**config.mk**
```make
export PLATFORM = sky130hd
export DESIGN_NAME = pipe_ctrl
export DESIGN_NICKNAME = d
export VERILOG_FILES = /design/src/rtl/pipe_ctrl_pkg.sv /design/src/rtl/dff_set.sv /design/src/rtl/pipe_ctrl.sv
export SDC_FILE = /design/constraint.sdc
export NUM_CORES = 1
export LEC_CHECK = 0
export ABC_CLOCK_PERIOD_IN_PS = 2200
export CAP_MARGIN = 10
export CORE_MARGIN = 10
export CORE_UTILIZATION = 45
export DETAILED_ROUTE_END_ITERATION = 8
export HOLD_SLACK_MARGIN = 0.12
export MAX_ROUTING_LAYER = met4
export PLACE_DENSITY = 0.85
export SLEW_MARGIN = 20
export SYNTH_ARGS = -nofsm -noshare
export SYNTH_HDL_FRONTEND = slang
export SYNTH_SLANG_ARGS = --single-unit
```
**constraint.sdc**
```tcl
create_clock -name clk -period 2.2 [get_ports clk]
set_input_delay 0.22 -clock clk [delete_from_list [all_inputs] [get_ports clk]]
set_output_delay 0.22 -clock clk [all_outputs]
set_load 0.02 [all_outputs]
```
**src/rtl/pipe_ctrl_pkg.sv**
```systemverilog
// rtl/pipe_ctrl_pkg.sv - pipeline control shared types and constants
package pipe_ctrl_pkg;

    localparam int          MDU_TIMEOUT_DEF = 64;
    localparam logic [31:0] INST_NOP        = 32'h0000_0013;

    typedef enum logic {
        ST_RUN      = 1'b0,
        ST_MDU_WAIT = 1'b1
    } ctrl_state_e;

endpackage

```
**src/rtl/dff_set.sv**
```systemverilog
// rtl/dff_set.sv - register with synchronous active-low load of a set value
module dff_set #(
    parameter int DW = 1
) (
    input  logic          clk,
    input  logic          rst,
    input  logic [DW-1:0] set_data,
    input  logic [DW-1:0] data_i,
    output logic [DW-1:0] data_o
);

    always_ff @(posedge clk) begin
        if (!rst) begin
            data_o <= set_data;
        end else begin
            data_o <= data_i;
        end
    end

endmodule

```
**src/rtl/pipe_ctrl.sv**
```systemverilog
// rtl/pipe_ctrl.sv - stall/flush/redirect control with MDU wait sequencing
module pipe_ctrl
    import pipe_ctrl_pkg::*;
#(
    parameter int MDU_TIMEOUT = MDU_TIMEOUT_DEF
) (
    input  logic        clk,
    input  logic        rst,
    input  logic        jump_en_i,
    input  logic [31:0] jump_addr_i,
    input  logic        load_use_i,
    input  logic        mdu_req_i,
    input  logic        mdu_done_i,
    input  logic        bus_wait_i,
    output logic        jump_en_o,
    output logic [31:0] jump_addr_o,
    output logic        stall_pc_o,
    output logic        stall_if_id_o,
    output logic        stall_id_ex_o,
    output logic        flush_if_id_o,
    output logic        flush_id_ex_o,
    output logic        mdu_busy_o,
    output logic        timeout_err_o,
    output logic [31:0] stall_cnt_o,
    output logic [31:0] flush_cnt_o
);

    localparam int            TW   = $clog2(MDU_TIMEOUT);
    localparam logic [TW-1:0] TMAX = TW'(MDU_TIMEOUT - 1);

    ctrl_state_e   state, state_nxt;
    logic [0:0]    state_q, state_d;
    logic [0:0]    err_q, err_d;
    logic [TW-1:0] tmo_cnt;
    logic          tmo_clr, tmo_hit;
    logic [31:0]   stall_cnt, flush_cnt;

    assign state   = ctrl_state_e'(state_q);
    assign state_d = state_nxt;
    assign err_d   = err_q | tmo_hit;

    dff_set #(.DW(1)) u_state_reg (
        .clk      (clk),
        .rst      (rst),
        .set_data (1'b0),
        .data_i   (state_d),
        .data_o   (state_q)
    );

    dff_set #(.DW(1)) u_err_reg (
        .clk      (clk),
        .rst      (rst),
        .set_data (1'b0),
        .data_i   (err_d),
        .data_o   (err_q)
    );

    always_comb begin
        state_nxt     = state;
        jump_en_o     = 1'b0;
        jump_addr_o   = 32'b0;
        stall_pc_o    = 1'b0;
        stall_if_id_o = 1'b0;
        stall_id_ex_o = 1'b0;
        flush_if_id_o = 1'b0;
        flush_id_ex_o = 1'b0;
        mdu_busy_o    = 1'b0;
        tmo_clr       = 1'b0;
        tmo_hit       = 1'b0;
        case (state)
            ST_RUN: begin
                if (jump_en_i) begin
                    jump_en_o     = 1'b1;
                    jump_addr_o   = jump_addr_i;
                    flush_if_id_o = 1'b1;
                    flush_id_ex_o = 1'b1;
                end else if (mdu_req_i) begin
                    // A same-cycle done means the op finished in EX without waiting.
                    if (!mdu_done_i) begin
                        stall_pc_o    = 1'b1;
                        stall_if_id_o = 1'b1;
                        stall_id_ex_o = 1'b1;
                        tmo_clr       = 1'b1;
                        state_nxt     = ST_MDU_WAIT;
                    end
                end else if (load_use_i) begin
                    stall_pc_o    = 1'b1;
                    stall_if_id_o = 1'b1;
                    flush_id_ex_o = 1'b1;
                end else if (bus_wait_i) begin
                    stall_pc_o    = 1'b1;
                    flush_if_id_o = 1'b1;
                end
            end
            ST_MDU_WAIT: begin
                mdu_busy_o = 1'b1;
                if (mdu_done_i) begin
                    state_nxt = ST_RUN;
                end else if (tmo_cnt == TMAX) begin
                    tmo_hit   = 1'b1;
                    state_nxt = ST_RUN;
                end else begin
                    stall_pc_o    = 1'b1;
                    stall_if_id_o = 1'b1;
                    stall_id_ex_o = 1'b1;
                end
            end
            default: state_nxt = ST_RUN;
        endcase
        // Reset forces every strobe low even though the state register is stale.
        if (!rst) begin
            jump_en_o     = 1'b0;
            jump_addr_o   = 32'b0;
            stall_pc_o    = 1'b0;
            stall_if_id_o = 1'b0;
            stall_id_ex_o = 1'b0;
            flush_if_id_o = 1'b0;
            flush_id_ex_o = 1'b0;
            mdu_busy_o    = 1'b0;
            tmo_hit       = 1'b0;
        end
    end

    always_ff @(posedge clk) begin
        if (!rst) begin
            tmo_cnt <= '0;
        end else if (tmo_clr) begin
            tmo_cnt <= '0;
        end else if (state == ST_MDU_WAIT && tmo_cnt != TMAX) begin
            tmo_cnt <= tmo_cnt + 1'b1;
        end
    end

    always_ff @(posedge clk) begin
        if (!rst) begin
            stall_cnt <= 32'd0;
        end else if (stall_pc_o) begin
            stall_cnt <= stall_cnt + 32'd1;
        end
    end

    always_ff @(posedge clk) begin
        if (!rst) begin
            flush_cnt <= 32'd0;
        end else if (jump_en_o) begin
            flush_cnt <= flush_cnt + 32'd1;
        end
    end

    assign timeout_err_o = rst & err_q[0];
    assign stall_cnt_o   = rst ? stall_cnt : 32'd0;
    assign flush_cnt_o   = rst ? flush_cnt : 32'd0;

endmodule

```
After elaboration in Yosys (flattened, before gate mapping) --
Cells that the tools add are included.
Cells by class: add/subtract/negate cells 3, eq/ne operators 2, muxes and demuxes 42, bitwise operators 4, reductions and logical operators 2
Operators with widths (count):
- two-way mux 32 bit | 5
- adder 32 x 1 -> 32 bit (second input constant) | 2
- two-way mux 1 bit | 34
- adder 6 x 1 -> 6 bit (second input constant) | 1
- == test 6 bit (second input constant) | 1
- inequality test 6 bit (second input constant) | 1
- one-hot mux 1 bit (2 select lines) | 3
- NOT 1 bit | 2
- OR reduction 2 bit | 1
- AND 1 bit | 1
- logical AND 1 bit | 1
- OR 1 bit | 1
Storage, ports and cells: bits in registers 72, input bits 39

Logic depth before layout (Yosys ltp) --
depth after elaboration 6, depth in mapped cells 7

Modules after synthesis --
A second synthesis with hierarchy kept.
Unflattened totals: cells, all modules 520, area total of the unflattened synthesis 4105.2 µm²
By module, submodules not included:
- pipe_ctrl | instances 1, cells each 516, area an instance 4035.1 µm²
- dff_set | instances 2, cells each 2, area an instance 35.0 µm²

Least setup slack after synthesis --
No wires, ideal clock.
path kind register -> register, from reg tmo_cnt[0], to reg stall_cnt[13], data arrival time 1.846 ns, slack 0.231 ns, cell stages (with the launch flop) 7, path buffers 1, period minus slack after synthesis 1.969 ns, path through dfxtp_1 -> ha_1 -> clkbuf_1 -> a211oi_4 -> o211a_1 -> and3_1 -> mux2_1
Between the ends: word-level cells in the longest chain between the ends 5
Ends and longest elaborated chain:
- start, declared | RTL line pipe_ctrl.sv:34 | logic [TW-1:0] tmo_cnt;
- start signal, assigned | RTL line pipe_ctrl.sv:130 | tmo_cnt <= tmo_cnt + 1'b1;
- == test 6 bit | RTL line pipe_ctrl.sv:99 | end else if (tmo_cnt == TMAX) begin
- two-way mux 1 bit | RTL line pipe_ctrl.sv:99
- two-way mux 1 bit | RTL line pipe_ctrl.sv:97 | if (mdu_done_i) begin
- one-hot mux 1 bit (2 select lines) | RTL line pipe_ctrl.sv:70 | case (state)
- two-way mux 1 bit | RTL line pipe_ctrl.sv:111 | if (!rst) begin
- end signal, assigned | RTL line pipe_ctrl.sv:138 | stall_cnt <= stall_cnt + 32'd1;
- end, declared | RTL line pipe_ctrl.sv:36 | logic [31:0] stall_cnt, flush_cnt;
No other way between the ends. A chain may end at the register's enable or synchronous reset.

Worst setup path after layout --
from reg u_state_reg.data_o, to out stall_id_ex_o
Between the ends: word-level cells in the longest chain between the ends 3
Ends and longest elaborated chain:
- start, declared | RTL line dff_set.sv:9 | output logic [DW-1:0] data_o
- start signal, assigned | RTL line dff_set.sv:14 | data_o <= set_data;
- start signal, assigned | RTL line dff_set.sv:16 | data_o <= data_i;
- NOT 1 bit
- one-hot mux 1 bit (2 select lines) * | RTL line pipe_ctrl.sv:70
- two-way mux 1 bit *
- end, declared | RTL line pipe_ctrl.sv:19 | output logic stall_id_ex_o,
Mark *: on every way between the ends. The rest lies on a longest branch, timed or not.

==> out/qor.yml <==
status: "complete, no violations"
placed_area_mm2: 0.00578
synth_seq_area_share_pct: 35.9
path_class: "reg2out"
die_y_um: 114
rows: 34
routedWlPerCell_um: 16.2
r2r-end: "flush_cnt[27]"
clkSinkCount: 72
utilization_pct: 68.3
io_buffers: 142
nFillCells: 696
grt_pass1_wl_mm: 20.5
use_met2_pct: 32.6
clk_pin_slew_ns: 0.07
grt_max_degree: 42
cts_root_buffer: "clkbuf_8"
antenna_found_initial: 0
rsz0062_at_grt: "false"
die_area_mm2: 0.0131
slew_headroom_pct: 67.7
synth_nets: 540
die_w_um: 114
placed_cells: 763
antenna_cells: 0
nNetsFinal: 708
drc_errors: 0
wl_mm: 12.7
area_growth_syn_to_layout_pct: 48.3
gp_congestion: 0.821
grt_pass1_vias: 4183
clockBufferDepth: 2
final_area_mm2: 0.00596
via_per_inst: 5.38
synth.distinct_cells: 49
setup_viol_count_final: 0
grt_use_met3_pct: 5.29
whs_path_depth: 3
grt_busiest_layer: "met2"
cts_tree: "yes"
crit_path_max_fanout: 6
final_antenna_net_count: 0
fin_crit_ns: 2.10
core_mm2: 0.00872
met1_usage_pct: 21.9
dp_hpwl_mm: 9.69
finalClockSkew_ns: 0.00566
crit_arrival_ns: 1.88
finalCritPeriodShare_pct: 95.3
start_util_pct: 46.1
clk-insertion-delay-late_ns: 0.35
syn_inst: 498
htreeDepth: 3
power_mw: 2.73
cts_hold_buf: 0
max-vdd-ir-drop_mv: 0.322
netlist_area_mm2: 0.00402
cp_data_required_time_ns: 1.98
globalRoute.totalOverflow: 0
leakage_nw: 2.50
start_kind: "register"
maxCapViolations: 0
reg2reg_depth: 6
vias: 4190
hold_class: "in2reg"
hp-start: "rst"
finalHoldViolations: 0
ys_seq_elements: 72
min_to: "flush_cnt[0]"
finalNonFillerCells: 779
cellPowerDensity_mw_per_mm2: 458
slew_viol_final: 0
io_pins: 143
r2r_slack_ns: 0.18
layout.area.seq_mm2: 0.00144
grt_use_total_pct: 19.3
fmax_ghz: 0.477
multi_input_area_mm2: 0.00246
drive_above_1_share_pct: 11.8
dr.pass1.iters: 4
cts_buffers: 9
ys_warn_count: 0
end_kind: "output pin"
syn_avg_cell_area_um2: 8.07
worst_slew_pin_slew_ns: 0.482
hold_ws_ns: 0.353
drt-initial-drc-count: 166
rr_startpoint: "u_state_reg.data_o"
cell usage in the layout (no fill, tap or decap), drive strengths merged, types with 2 or more instances in the layout:
cell           netlist  routed
mux2                18      18
and2                68      68
nor3                11      11
inv                  9       9
ha                   3       3
clkbuf              20      14
or3                 11      11
and3                44      44
or4                  6       6
o2111ai              3       3
buf                  3      39
dfxtp               72      72
nand2               24      24
dlygate4sd2          0      34
xnor2               12      12
clkdlybuf4s50        0     105
clkinv               0       2
nand2b               2       2
o21ai               20      20
o31ai                9       9
nor2                60      60
xor2                15      15
o211ai               3       3
nand4               16      16
a21oi               24      24
and4                 2       2
nor4                 3       3
o21a                 3       3
nand3               25      25
cell usage after synthesis, drive strengths merged:
master / n / area share, %
nand4: 16 / 2.5
o211a: 1 / 0.25
a21o: 1 / 0.19
o2111ai: 3 / 0.81
dfxtp: 72 / 36
nand3b: 1 / 0.19
mux2: 18 / 5.0
and3: 44 / 6.9
a21boi: 1 / 0.19
a31oi: 1 / 0.16
and4: 2 / 0.44
nor4: 3 / 0.84
nand2: 24 / 2.2
or4: 6 / 1.1
nand3: 25 / 3.1
xor2: 15 / 3.3
clkbuf: 20 / 1.9
o31ai: 9 / 1.7
mux2i: 1 / 0.25
nor3b: 1 / 0.19
a211oi: 1 / 0.50
nor2: 60 / 5.6
nand4b: 1 / 0.22
nand2b: 2 / 0.31
a21oi: 24 / 3.0
nor3: 11 / 1.7
or3: 11 / 1.7
buf: 3 / 0.50
or2: 1 / 0.16
o21a: 3 / 0.56
xnor2: 12 / 2.6
a211o: 1 / 0.22
ha: 3 / 0.93
and2: 68 / 11
o21ai: 20 / 2.6
nor2b: 1 / 0.16
inv: 9 / 0.84
o211ai: 3 / 0.81
how the worst max path moves through the flow:
stage                             from       endpoint  cells past startpoint
global route        u_state_reg.data_o  stall_id_ex_o                      6
detailed placement           mdu_req_i     stall_pc_o                      5
floorplan                   tmo_cnt[0]  stall_cnt[13]                      6
CTS                 u_state_reg.data_o     stall_pc_o                      4
finish              u_state_reg.data_o  stall_id_ex_o                      6
global placement             mdu_req_i     stall_pc_o                      5
critical path: stages (launching register included):
cell and delay, ns:
dfxtp_1 0.38, buf_4 0.18, nor2_1 0.15, nand2_1 0.10, a21oi_1 0.21, and2_1 0.16, dlygate4sd2_1 0.35
kinds of logic (layout without fill, tap and decap cells):
kind of cell | Yosys count | count (layout) | share of synthesized area, %
simple gates | 277 | 277 | 37.9
fa+ha+maj | 3 | 3 | 0.934
mux | 19 | 19 | 5.29
buf+inv | 32 | 205 | 3.21
flops | 72 | 72 | 35.9
compound gates | 68 | 68 | 10.9
xor+xnor | 27 | 27 | 5.89
power by group:
group          switching (mW)  internal, mW  leakage (nW)
clock network           0.487         0.583         0.103
logic                   0.171         0.159          1.82
registers              0.0125          1.31         0.581
total                   0.671          2.06          2.50
through the flow:
stage          TNS [ns]  setup WS (ns)
2_1_floorplan         0          0.231
3_3_place_gp      -3.91         -0.277
3_5_place_dp      -5.31         -0.250
4_1_cts               0         0.0233
5_1_grt               0         0.0149
6_report              0          0.103
per-layer routing:
metal  vias to the layer above  part of all wire, %
li1                       2090                    -
met1                      1964                   43
met2                       113                   50
met3                        23                  5.7
met4                         0                  1.5
met5                         -                    0
layout make-up:
type / instances / area share, %
well taps: 108 / 2.27
clock inverters: 3 / 0.672
multi-input cells: 394 / 41.4
inverters: 9 / 0.567
repair buffers: 180 / 28.3
flip-flops and latches: 72 / 24.2
clock buffers: 13 / 2.67
what timing repair did:
action,4_1_cts,5_1_grt
setup buffers,0,0
endpoints found under the setup margin,36,5
resized for setup,39,5
sequential cells by signal, summed over array words and instances, names as in the netlist:
name / cells
stall_cnt: 32
u_err_reg.data_o: 1
flush_cnt: 32
u_state_reg.data_o: 1
tmo_cnt: 6
Power figures use the tool's default switching activity.
